File: src/rtl/led_effect_engine_pkg.sv
// Shared encodings for the LED effect engine: modes, FSM states, colour-wheel constants
// and the per-LED fade scaling helper.
package led_effect_engine_pkg;

  localparam logic [1:0] MODE_OFF     = 2'b00;
  localparam logic [1:0] MODE_STATIC  = 2'b01;
  localparam logic [1:0] MODE_FADE    = 2'b10;
  localparam logic [1:0] MODE_RAINBOW = 2'b11;

  localparam logic [9:0] WHEEL_SEG1 = 10'd256;
  localparam logic [9:0] WHEEL_SEG2 = 10'd512;
  localparam logic [9:0] WHEEL_SPAN = 10'd768;
  localparam logic [9:0] WHEEL_HALF = 10'd384;

  typedef enum logic [2:0] {
    ST_IDLE,
    ST_CALC0,
    ST_CALC1,
    ST_LATCH,
    ST_STROBE
  } state_e;

  // Scale one 8-bit channel by (lvl+1)/256; a zero level is forced fully dark.
  function automatic logic [7:0] fade_chan(input logic [7:0] c, input logic [7:0] lvl);
    logic [8:0]  scale;
    logic [15:0] prod;
    scale = {1'b0, lvl} + 9'd1;
    prod  = {8'd0, c} * {7'd0, scale};
    return (lvl == 8'd0) ? 8'd0 : 8'(prod >> 8);
  endfunction

  function automatic logic [23:0] fade_rgb(input logic [23:0] c, input logic [7:0] lvl);
    return {fade_chan(c[23:16], lvl), fade_chan(c[15:8], lvl), fade_chan(c[7:0], lvl)};
  endfunction

endpackage

File: src/rtl/led_effect_engine_color_wheel.sv
// Combinational hue (0..767) to {R,G,B} colour wheel; zero latency, no flow control.
module color_wheel
  import led_effect_engine_pkg::*;
(
  input  logic [9:0]  hue,
  output logic [23:0] rgb
);

  logic [7:0] s;
  assign s = hue[7:0];

  always_comb begin
    rgb = '0;
    if (hue < WHEEL_SEG1) begin
      rgb = {8'd255 - s, s, 8'd0};
    end else if (hue < WHEEL_SEG2) begin
      rgb = {8'd0, 8'd255 - s, s};
    end else begin
      rgb = {s, 8'd0, 8'd255 - s};
    end
  end

endmodule

File: src/rtl/led_effect_engine.sv
// Frame-rate colour source for a two-pixel WS2812B chain: per frame computes both colours,
// latches them together and emits a one-cycle active-low start strobe one cycle later.
module led_effect_engine
  import led_effect_engine_pkg::*;
#(
  parameter int SYS_FREQ  = 12_090_000,
  parameter int FRAME_HZ  = 100,
  parameter int FADE_STEP = 8,
  parameter int HUE_STEP  = 4
) (
  input  logic        clk,
  input  logic        rst,
  input  logic [1:0]  key_pulse,
  input  logic [1:0]  mode,
  input  logic [23:0] static_color,
  output logic [23:0] rgb_data_0,
  output logic [23:0] rgb_data_1,
  output logic        start_n,
  output logic        frame_tick
);

  localparam int FRAME_DIV = SYS_FREQ / FRAME_HZ;
  localparam int CW        = $clog2(FRAME_DIV);
  localparam logic [CW-1:0] CNT_LAST = CW'(FRAME_DIV - 1);
  localparam logic [CW-1:0] CNT_PRE  = CW'(FRAME_DIV - 2);
  localparam logic [7:0]  FADE_DEC = 8'(FADE_STEP);
  localparam logic [10:0] HUE_INC  = 11'(HUE_STEP);

  state_e        state, state_nxt;
  logic [CW-1:0] cnt;
  logic [9:0]    hue;
  logic [7:0]    intensity [2];
  logic [23:0]   hold0, hold1;
  logic [1:0]    mode_q;

  logic [10:0]   hue_opp_sum, hue_adv_sum;
  logic [9:0]    hue_opp, hue_adv, wheel_hue;
  logic [23:0]   wheel_rgb, calc_rgb;
  logic [1:0]    sel_mode;
  logic [7:0]    sel_int;

  // frame_tick is registered one count early so it is high exactly while cnt == FRAME_DIV-1
  always_ff @(posedge clk or posedge rst) begin
    if (rst) begin
      cnt        <= '0;
      frame_tick <= 1'b0;
    end else begin
      cnt        <= (cnt == CNT_LAST) ? '0 : cnt + 1'b1;
      frame_tick <= (cnt == CNT_PRE);
    end
  end

  always_ff @(posedge clk or posedge rst) begin
    if (rst) state <= ST_IDLE;
    else     state <= state_nxt;
  end

  always_comb begin
    state_nxt = state;
    case (state)
      ST_IDLE:   if (frame_tick) state_nxt = ST_CALC0;
      ST_CALC0:  state_nxt = ST_CALC1;
      ST_CALC1:  state_nxt = ST_LATCH;
      ST_LATCH:  state_nxt = ST_STROBE;
      ST_STROBE: state_nxt = ST_IDLE;
      default:   state_nxt = ST_IDLE;
    endcase
  end

  always_comb begin
    hue_opp_sum = {1'b0, hue} + {1'b0, WHEEL_HALF};
    hue_opp     = 10'((hue_opp_sum >= {1'b0, WHEEL_SPAN}) ? hue_opp_sum - {1'b0, WHEEL_SPAN}
                                                          : hue_opp_sum);
    hue_adv_sum = {1'b0, hue} + HUE_INC;
    hue_adv     = 10'((hue_adv_sum >= {1'b0, WHEEL_SPAN}) ? hue_adv_sum - {1'b0, WHEEL_SPAN}
                                                          : hue_adv_sum);
  end

  // One wheel serves both LEDs: CALC1 looks at the hue half a turn away.
  assign wheel_hue = (state == ST_CALC1) ? hue_opp : hue;

  color_wheel u_wheel (
    .hue (wheel_hue),
    .rgb (wheel_rgb)
  );

  always_comb begin
    sel_mode = (state == ST_CALC1) ? mode_q : mode;
    sel_int  = (state == ST_CALC1) ? intensity[1] : intensity[0];
    case (sel_mode)
      MODE_OFF:    calc_rgb = '0;
      MODE_STATIC: calc_rgb = static_color;
      MODE_FADE:   calc_rgb = fade_rgb(static_color, sel_int);
      default:     calc_rgb = wheel_rgb;
    endcase
  end

  always_ff @(posedge clk or posedge rst) begin
    if (rst) begin
      hold0      <= '0;
      hold1      <= '0;
      mode_q     <= MODE_OFF;
      rgb_data_0 <= '0;
      rgb_data_1 <= '0;
      hue        <= '0;
      start_n    <= 1'b1;
    end else begin
      start_n <= (state != ST_STROBE);
      if (state == ST_CALC0) begin
        hold0  <= calc_rgb;
        mode_q <= mode;
      end
      if (state == ST_CALC1) hold1 <= calc_rgb;
      if (state == ST_LATCH) begin
        rgb_data_0 <= hold0;
        rgb_data_1 <= hold1;
        if (mode == MODE_RAINBOW) hue <= hue_adv;
      end
    end
  end

  // A key press overrides the per-frame decay when both land on the same edge.
  always_ff @(posedge clk or posedge rst) begin
    if (rst) begin
      for (int i = 0; i < 2; i++) intensity[i] <= '0;
    end else begin
      for (int i = 0; i < 2; i++) begin
        if (key_pulse[i]) begin
          intensity[i] <= 8'd255;
        end else if (state == ST_LATCH) begin
          intensity[i] <= (intensity[i] > FADE_DEC) ? intensity[i] - FADE_DEC : 8'd0;
        end
      end
    end
  end

endmodule
File: config.mk
export PLATFORM = sky130hd
export DESIGN_NAME = led_effect_engine
export DESIGN_NICKNAME = d
export VERILOG_FILES = /design/src/rtl/led_effect_engine_pkg.sv /design/src/rtl/led_effect_engine_color_wheel.sv /design/src/rtl/led_effect_engine.sv
export SDC_FILE = /design/constraint.sdc
export NUM_CORES = 1
export LEC_CHECK = 0
export ABC_AREA = 0
export CORE_UTILIZATION = 47
export CTS_CLUSTER_SIZE = 14
export DETAILED_ROUTE_END_ITERATION = 7
export PLACE_DENSITY = 0.67
export SYNTH_ARGS = -nofsm -noshare
export SYNTH_HDL_FRONTEND = slang
export SYNTH_SLANG_ARGS = --single-unit
File: constraint.sdc
create_clock -name clk -period 9.1 [get_ports clk]
set_input_delay 1.82 -clock clk [delete_from_list [all_inputs] [get_ports clk]]
set_output_delay 1.82 -clock clk [all_outputs]
set_load 0.005 [all_outputs]
==> Word level (Yosys, flattened, before mapping) <==
Index checks and enable logic that the tools add are counted.
{ "word_totals": {"in_bits": 30, "word_cells": 66, "reg_bits": 146} }
{ "op_classes": {"muxes": 20, "addsub": 9, "n_lt_le_gt_ge": 6, "n_eq_ne": 10, "n_reduce_logical": 6, "multipliers": 3} }
{ "ops": {"columns": ["operator", "count"], "rows": [
  ["two-way mux 8 bit", 10],
  ["case mux 24 bit (3 select lines)", 1],
  ["multiplier 8 x 9 -> 16 bit", 3],
  ["two-way mux 24 bit", 2],
  ["== test 17 bit, second input constant", 2],
  ["two-way mux 10 bit", 3],
  [">= comparator 11 x 10 -> 1 bit, second input constant", 2],
  ["subtractor 10 bit, second input constant", 2],
  ["adder 17 x 1 -> 17 bit, second input constant", 1],
  ["two-way mux 17 bit", 1],
  ["greater-than comparator 8 x 4 -> 1 bit, second input constant", 2],
  ["subtractor 8 x 4 -> 8 bit, second input constant", 2],
  ["case mux 3 bit (4 select lines)", 1],
  ["adder 10 x 3 -> 11 bit, second input constant", 1],
  ["adder 10 x 9 -> 11 bit, second input constant", 1],
  ["less-than comparator 10 bit, second input constant", 1],
  ["less-than comparator 10 x 9 -> 1 bit, second input constant", 1],
  ["adder 8 x 1 -> 9 bit, second input constant", 1],
  ["zero test 8 bit", 1],
  ["subtractor 8 bit, first input constant", 1],
  ["== test 3 x 2 -> 1 bit, second input constant", 2],
  ["== test 2 bit, second input constant", 2],
  ["nonzero test 2 bit", 2],
  ["== test 3 x 1 -> 1 bit, second input constant", 1],
  ["other kinds (8)", 8]
]} }

==> Depth between registers and ports, before layout <==
Gate-level depths: netlist of the first run.
{ "logic_depth": {"word_depth": 8, "mapped_depth": 26, "mapped_depth_nobuf": 23} }

==> Modules after synthesis <==
A second synthesis of the first run with hierarchy kept.
{ "unflattened": {"cells_unflattened": 1422, "hier_area_um2": 12261.8} }
{ "modules_own_cells": {"columns": ["module", "area_each_um2", "n_inst", "cells_per_inst"], "rows": [
  ["led_effect_engine", 11746.3, 1, 1352],
  ["color_wheel", 515.5, 1, 70]
]} }

==> Worst setup path before layout of the first run <==
Ideal clock, no wire load.
{ "synth_path": {"path_kind": "register to register", "from": "register state[0]", "to": "register hold1[23]", "slack_ps": 2570, "t_arrival_ps": 6465, "required_time_ps": 9035, "setup_time_ps": 65, "path_buffers": 4, "stages_incl_launch_ff": 26, "synth_period_minus_slack_ps": 6530, "cell_sequence": "dfrtp_1 > buf_6 > or3b_1 > buf_6 > a21boi_1 > clkbuf_1 > inv_1 > ha_1 > nor4b_2 > xnor2_1 > buf_2 > nand2_1 > fa_1 > fa_1 > inv_1 > fa_1 > inv_1 > fa_1 > inv_1 > ha_1 > and3_1 > a211oi_1 > a21oi_1 > or4_1 > nand3_1 > mux2_2"} }
{ "synth_via": {"elab_chain_cells": 6} }
{ "synth_rtl": {"columns": ["item", "line_no", "text"], "rows": [
  ["start, declared", "led_effect_engine.sv:29", "state_e state, state_nxt;"],
  ["start signal, assigned", "led_effect_engine.sv:55", "else state <= state_nxt;"],
  ["== test 3 x 2 -> 1 bit (*)", null, null],
  ["two-way mux 8 bit or two-way mux 10 bit (tied branches)", "led_effect_engine.sv:89, led_effect_engine.sv:80", null],
  ["adder 8 x 1 -> 9 bit or less-than comparator 10 bit (tied branches)", "led_effect_engine_pkg.sv:27, led_effect_engine_color_wheel.sv:16", null],
  ["multiplier 8 x 9 -> 16 bit or two-way mux 24 bit (tied branches)", "led_effect_engine_pkg.sv:28, led_effect_engine_color_wheel.sv:16", null],
  ["two-way mux 8 bit or two-way mux 24 bit (tied branches)", "led_effect_engine_pkg.sv:29, led_effect_engine_color_wheel.sv:14", null],
  ["case mux 24 bit (3 select lines)", "led_effect_engine.sv:90", "case (sel_mode)"],
  ["end signal, assigned", "led_effect_engine.sv:113", "if (state == ST_CALC1) hold1 <= calc_rgb;"],
  ["end, declared", "led_effect_engine.sv:33", "logic [23:0] hold0, hold1;"]
]} }
Every way passes the cells marked *; elsewhere a longest branch is shown, timed or not.
A chain may end at the register's enable or synchronous reset.

==> Worst setup path in the final report of the first run <==
{ "layout_path": {"from": "register state[1]", "to": "register hold0[13]"} }
{ "layout_via": {"elab_chain_cells": 6} }
{ "layout_rtl": {"columns": ["item", "line_no", "text"], "rows": [
  ["== test 3 x 2 -> 1 bit", "led_effect_engine.sv:80, led_effect_engine.sv:88, led_effect_engine.sv:89", null],
  ["two-way mux 8 bit or two-way mux 10 bit (tied branches)", "led_effect_engine.sv:89, led_effect_engine.sv:80", null],
  ["adder 8 x 1 -> 9 bit, or another cell as far along", "led_effect_engine_pkg.sv:27", "scale = {1'b0, lvl} + 9'd1;"],
  ["multiplier 8 x 9 -> 16 bit or two-way mux 24 bit (tied branches)", "led_effect_engine_pkg.sv:28, led_effect_engine_color_wheel.sv:16", null],
  ["two-way mux 8 bit or two-way mux 24 bit (tied branches)", "led_effect_engine_pkg.sv:29, led_effect_engine_color_wheel.sv:14", null],
  ["case mux 24 bit (3 select lines)", "led_effect_engine.sv:90", null],
  ["end signal, assigned", "led_effect_engine.sv:110", "hold0 <= calc_rgb;"],
  ["end, declared", "led_effect_engine.sv:33", null]
]} }
Several ways; a longest one is shown, not always the timed one.

==> impl_results.md, run 1 <==
- CTS root buffer: clkbuf_16
- LEAKAGE: 6.80 nW
- Iter 0 DRT Violations: 681
- CP endpoint kind: flip-flop
- Post-synthesis adder-cell area fraction: 26.1%
- DRT antenna net count: 0
- Status: finished clean
- Power Total: 1.40 mW
- Core area: 24500 µm²
- Dpl cells: 1695
- Area share of the largest cell type after synthesis: 29.4%
- Hold depth: 2
- Type of the tightest min-delay check: reg -> reg
- Post-synthesis xor/xnor area fraction: 4.59%
- Ys flop type: dfrtp_1
- Hold_ws: 473 ps
- Fin crit share: 75.6%
- Cells after synthesis: 1333
- Crit. path cell count: 22
- Arrival @ worst endpoint: 7210 ps
- Die area: 25800 µm²
- Clock buffer count from CTS: 17
- Count of different cell masters after synthesis: 69
- Worst EP required: 9430 ps
- Hold_buf cts: 0
- R2R Path End: hold0[13]$_DFFE_PP0P_
- FFs w/ async S/R, synth: 100%
- Layout area overhead: 13.8%
- Ranking of synthesized cells by area: dfrtp_1 29%, fa_1 13%, ha_1 13%, nand2_1 9.1%, and2_1 6.2%
- # DRC: 0
- Total wire length: 28100 µm
- Die height: 161 µm
- Post-synthesis compound-gate area fraction: 9.08%
- Global-route wire length before repair: 47900 µm
- Max Buffers Root-to-Sink: 2
- Max Fanout on Critical Path: 26
- P per Cell Area: 104 nW/µm²
- Final Instance Count excl. Fillers: 1727
- Initial antenna violation count: 0
- Max Slew Vio Count: 0
- Reg2Reg Setup Slack: 2220 ps
- Post-Syn Area: 11800 µm²
- Initial core utilization: 48.3%
- WHS Endpoint: rgb_data_0[5]$_DFFE_PP0P_
- Bufs and invs on worst path: 5
- Seq cells post-synth: 140
- Synth Net Count: 1563
- Proportion of synthesized area in mux cells: 2.76%
- Antenna cells: 0
- Post-CTS sizing: 0
- Place WS: 2200 ps
- Global Route Usage Sum: 23.3%
- Fin Setup TNS: 0 ps
- Max Cap Viol: 0
- Vias: 9171
- Largest net degree at the start of global routing: 78
- Largest delay share family, worst path: adder cells
- Unrepaired setup endpoints after global routing: false
- Vias per std cell: 5.31
- Clock skew: 11.0 ps
- Hold path startpoint: hold0[5]$_DFFE_PP0P_
- Startpoint Class: flip-flop
- CP peak stage delay: 870 ps
- Vias in the first global route: 9554
- Clock Latency Late Sink: 420 ps
- Setup bufs post-CTS: 0
- Slowest stage cell, crit path: ha_1
- Pre-antenna DRT Iters: 5
- Most frequent cells in the layout: 287 x nand2_1, 145 x inv_1, 139 x dfrtp_1
- Syn avg cell area: 8.88 µm²
- FP Rows: 57
- EDFF count, synth: 0
- Largest area contributor in the netlist: dfrtp_1
- Final Critical Period: 6880 ps
- Worst-path clk slew: 70 ps
- Share of cells above drive strength 1: 5.56%
- Worst-case reg-to-reg path depth: 22
- Routed WL per cell: 16.3 µm
- IR drop worst, VDD: 126 µV
- Simple-gate area share of the yosys netlist: 21.2%
- Fmax: 145 MHz
- Hold Vio Cnt, Final: 0
- Largest family of logic cells by synthesized area: adder cells
- CTS tree: yes
- Launching point of the worst reg2reg path: state[1]$_DFFE_PP0P_
- Final net count: 1620
- IO Port Bufs: 79
- Worst-Margin Slew: 1080 ps
- Die W: 161 µm
- GR Overflow Total: 0
- H-tree depth: 4
- Slew headroom: 27.9%
- Critical-path cell list: nor3b_4, buf_4, nor2_1, a21oi_1, inv_1, ha_1, nand2_1, fa_1, fa_1, inv_1, fa_1, inv_1, fa_1, inv_1, ha_1, a21o_1, a21o_1, a221o_1, xnor2_1, o21ai_0, o21ai_0, o21ai_0
- Register area share after synthesis: 29.6%
- GPL Wtd Cong: 0.829
- Final Setup Violations: 0
- Final WS setup: 2220 ps
- Most common cell after layout, fill and taps aside: nand2_1
- Critical path type: reg -> reg
- # clock sinks: 140
- IO Pins: 80
- Hpwl dp: 20600 µm
- Syn. warnings: 0
[Yosys cell counts, types with 15 or more instances]
master	number
o21ai_0	58
xnor2_1	50
a21oi_1	52
inv_1	146
ha_1	122
nand2_1	287
mux2_2	15
fa_1	78
and2_1	118
dfrtp_1	139
nor2_1	39
clkbuf_1	33
[state kept, by name, indices dropped and copies added (netlist names)]
register / cells
hold0: 24
intensity: 12
hold1: 24
frame_tick: 1
rgb_data_0: 24
cnt: 17
state: 3
mode_q: 2
rgb_data_1: 24
start_n: 1
hue: 8
[report_power, final]
group | total [mW] | internal (mW) | switching (mW)
clock | 0.674 | 0.389 | 0.285
sequential | 0.622 | 0.622 | 0.0000000000000000368
combinational | 0.104 | 0.0356 | 0.0685
[how the worst max path moves through the flow]
| stage | slack (ps) | from | end |
|---|---|---|---|
| floorplan | 2570 | state[0]$_DFFE_PP0P_ | hold1[23]$_DFFE_PP0N_ |
| global placement | 2340 | static_color[15] | hold0[13]$_DFFE_PP0P_ |
| detailed placement | 2200 | static_color[15] | hold0[13]$_DFFE_PP0P_ |
| CTS | 2180 | state[1]$_DFFE_PP0P_ | hold0[13]$_DFFE_PP0P_ |
| global route | 1830 | state[1]$_DFFE_PP0P_ | hold1[23]$_DFFE_PP0N_ |
| finish | 2220 | state[1]$_DFFE_PP0P_ | hold0[13]$_DFFE_PP0P_ |
[worst min-delay path: cells and delay by family, from the launching register on]
kind             cells  cell delay, ps
flip-flops           1             340
AND/OR/NAND/NOR      2             110
[area by class of cell]
type | instances | area, µm²
tap | 324 | 405
clock buffer | 18 | 439
fill | 2266 | 11100
clock inverter | 14 | 135
timing repair buffer | 92 | 888
sequential | 140 | 3500
multi-input combinational | 992 | 7550
inverter | 147 | 557
[metrics by stage]
step / utilization [%] / area, µm²
floorplan: - / 11800
global placement: 52.6 / 12900
detailed placement: 52.6 / 12900
CTS: 54.9 / 13500
global route: 54.9 / 13500
finish: 54.9 / 13500
[routing by layer]
metal	wire [µm]	vias to the layer above	GRT usage (%)	share of wire, %
met5	0	-	0	0
met4	762	0	7.55	2.7
met3	888	33	3.46	3.2
met2	13800	160	39.9	49
met1	12700	4548	30.3	45
li1	-	4430	-	-
[cell families after synthesis]
group,Yosys count
fa+ha+maj,200
flops,140
compound gates,175
buf+inv,201
mux,29
xor+xnor,62
simple gates,526
Power figures use the tool's default switching activity.
==> inputs of run 2 (changes only) <==
PLACE_DENSITY = 0.69   (was 0.67)
clock period = 6.2 ns   (was 9.1 ns; I/O delays follow)
==> run 2 against run 1 <==
Net effect: clock-buffer cell count is 1 higher; largest power group unchanged; combinational power grew 61%; highest routed layer unchanged; routed wire length increased by 4.1%; critical path type unchanged.
==> impl_results.md, run 2 (synthesized netlist as in run 1, its figures left out) <==
- Register area: 3510 µm² (about the same)
- Final Setup Violations: 0 (unchanged)
- Pre-antenna DRT Iters: 5 (unchanged)
- # clock sinks: 140 (unchanged)
- LEAKAGE: 7.11 nW (+4.7%)
- Met2 wire length: 14600 µm (+5.2%)
- WHS Endpoint: rgb_data_0[18]$_DFFE_PP0P_
- Core area: 24500 µm² (unchanged)
- Die area: 25800 µm² (unchanged)
- CTS tree: yes
- H-tree depth: 4 (unchanged)
- Layout area overhead: 18.8%
- CTS root buffer: clkbuf_16
- Most common cell after layout, fill and taps aside: nand2_1
- DRT antenna net count: 0 (unchanged)
- Type of the tightest min-delay check: reg -> reg
- Initial core utilization: 48.3% (unchanged)
- Clock skew: 10.1 ps (-0.915 ps)
- Worst-Margin Slew: 1090 ps (+10.2 ps)
- Max Slew Vio Count: 0 (unchanged)
- Global Route Usage Sum: 23.8% (+0.52 points)
- Critical path type: reg -> reg
- Final Critical Period: 6000 ps (-876 ps)
- Post-route cell area: 14100 µm² (+4.4%)
- IO Pins: 80 (unchanged)
- Hold Vio Cnt, Final: 0 (unchanged)
- Die height: 161 µm (unchanged)
- Launching point of the worst reg2reg path: state[2]$_DFFE_PP0P_
- Reg2Reg Setup Slack: 200 ps (-2020 ps)
- CP endpoint kind: flip-flop
- R2R Path End: hold1[23]$_DFFE_PP0N_
- # DRC: 0 (unchanged)
- Iter 0 DRT Violations: 568 (-17%)
- GPL Wtd Cong: 0.880 (+6.2%)
- Area post-placement: 13300 µm² (+2.7%)
- Vias in the first global route: 9650 (+1.0%)
- Hold depth: 2 (unchanged)
- Arrival @ worst endpoint: 6360 ps (-850 ps)
- Clock Latency Late Sink: 420 ps (about the same)
- Number of fill cells: 2194 (-3.2%)
- IO Port Bufs: 79 (unchanged)
- Hpwl dp: 21600 µm (+5.3%)
- Initial antenna violation count: 0 (unchanged)
- Max Fanout on Critical Path: 9 (-65%)
- Clock buffer count from CTS: 17 (unchanged)
- Die W: 161 µm (unchanged)
- Share of cells above drive strength 1: 10.5% (+4.9 points)
- Multi-input logic area: 7700 µm² (+2.0%)
- Vias: 9448 (+3.0%)
- Hold path startpoint: hold0[18]$_DFFE_PP0P_
- Met3 routed WL: 1120 µm (+26%)
- Routed WL per cell: 16.5 µm (+1.3%)
- Slew headroom: 27.2% (-0.68 points)
- GR Overflow Total: 0 (unchanged)
- Global-route wire length before repair: 48700 µm (+1.7%)
- Highest Signal Layer: met4
- Power Total: 2.10 mW (+50%)
- Total wire length: 29300 µm (+4.1%)
- IR drop worst, VDD: 116 µV (-7.9%)
- Hold_buf cts: 0 (unchanged)
- Post-Route M1 WL: 12800 µm (+1.0%)
- Fmax: 167 MHz (+15%)
- P per Cell Area: 149 nW/µm² (+44%)
- Max Cap Viol: 0 (unchanged)
- Antenna cells: 0 (unchanged)
- Fin crit share: 96.8% (+21 points)
- Vias per std cell: 5.32 (+0.23%)
- Max Buffers Root-to-Sink: 2 (unchanged)
- Worst-case reg-to-reg path depth: 24 (+9.1%)
- Most frequent cells in the layout: 286 x nand2_1, 143 x inv_1, 138 x dfrtp_1
- Largest net degree at the start of global routing: 83 (+6.4%)
- FP Rows: 57 (unchanged)
- Final net count: 1668 (+3.0%)
- Fin Setup TNS: 0 ps (unchanged)
- Worst EP required: 6560 ps (-2870 ps)
- Status: finished clean
- Startpoint Class: flip-flop
- Worst-path clk slew: 60 ps (about the same)
## run 2: cell types whose count changed in the layout (fill, tap and decap cells not counted), moves of 2 or more
| cell | before | now |
|---|---|---|
| a21oi_2 | 0 | 5 |
| clkinv_2 | 2 | 4 |
| inv_1 | 145 | 143 |
| buf_12 | 0 | 3 |
| xnor2_1 | 50 | 48 |
| a21oi_1 | 52 | 46 |
| buf_4 | 13 | 56 |
| inv_2 | 1 | 3 |
## run 2: power by group
group / internal [mW] / switching (mW)
clock: 0.615 / 0.405
combinational: 0.0625 / 0.105
sequential: 0.914 / 0.0000000000000000688
total: 1.59 / 0.510
## run 2: final cells by class
class,instances,share of cell area [%]
timing repair buffer,140,9.29
clock buffer,19,3.22
multi-input combinational,992,54.7
inverter,147,3.96
sequential,140,24.9
clock inverter,13,0.987
tap,324,2.88
## run 2: metal layers
metal / vias up / global-route usage, %
li1: 4531 / -
met1: 4675 / 30.0
met2: 196 / 41.2
met3: 46 / 4.00
met4: 0 / 8.58
met5: - / 0
## run 2: through the flow
step	hold slack, ps	setup slack, ps	std cells	utilization [%]
2_1_floorplan	433	25.6	1333	-
3_3_place_gp	454	111	1734	54.0
3_5_place_dp	458	-69.7	1734	54.0
4_1_cts	473	13.1	1766	56.4
5_1_grt	492	-22.5	1775	57.3
6_report	465	197	1775	57.3
## run 2: how the worst max path moves through the flow
stage,startpoint,endpoint,cells past startpoint
2_1_floorplan,state[0]$_DFFE_PP0P_,hold1[15]$_DFFE_PP0N_,26
3_3_place_gp,static_color[10],hold0[11]$_DFFE_PP0P_,18
3_5_place_dp,state[2]$_DFFE_PP0P_,hold0[13]$_DFFE_PP0P_,22
4_1_cts,state[2]$_DFFE_PP0P_,hold1[23]$_DFFE_PP0N_,23
5_1_grt,state[0]$_DFFE_PP0P_,hold1[23]$_DFFE_PP0N_,26
6_report,state[2]$_DFFE_PP0P_,hold1[23]$_DFFE_PP0N_,24
## run 2: repair_timing
item / in CTS / in global routing
gates cloned: 0 / 1
setup buffers: 0 / 8
endpoints found under the setup margin: 2 / 31
resized for setup: 1 / 30
pin swaps: 0 / 17
## run 2: critical path, stage by stage, from the launching register on
cell	delay (ps)
dfrtp_2	440
or3b_4	460
a21boi_4	230
inv_2	60
ha_1	170
nor4b_2	160
xnor2_1	180
buf_4	200
buf_6	140
and2_1	140
fa_1	420
ha_1	320
fa_1	540
inv_1	50
fa_1	520
inv_1	40
ha_1	290
inv_2	100
o21ba_2	170
o31ai_4	100
a211oi_4	350
a21oi_2	130
or4_4	490
nand3_2	100
mux2_2	140
==> inputs of run 3 (changes only) <==
CAP_MARGIN = 5   (was not set)
==> results of run 3 <==
Final layout, timing and power as in run 2 (identical DEF).
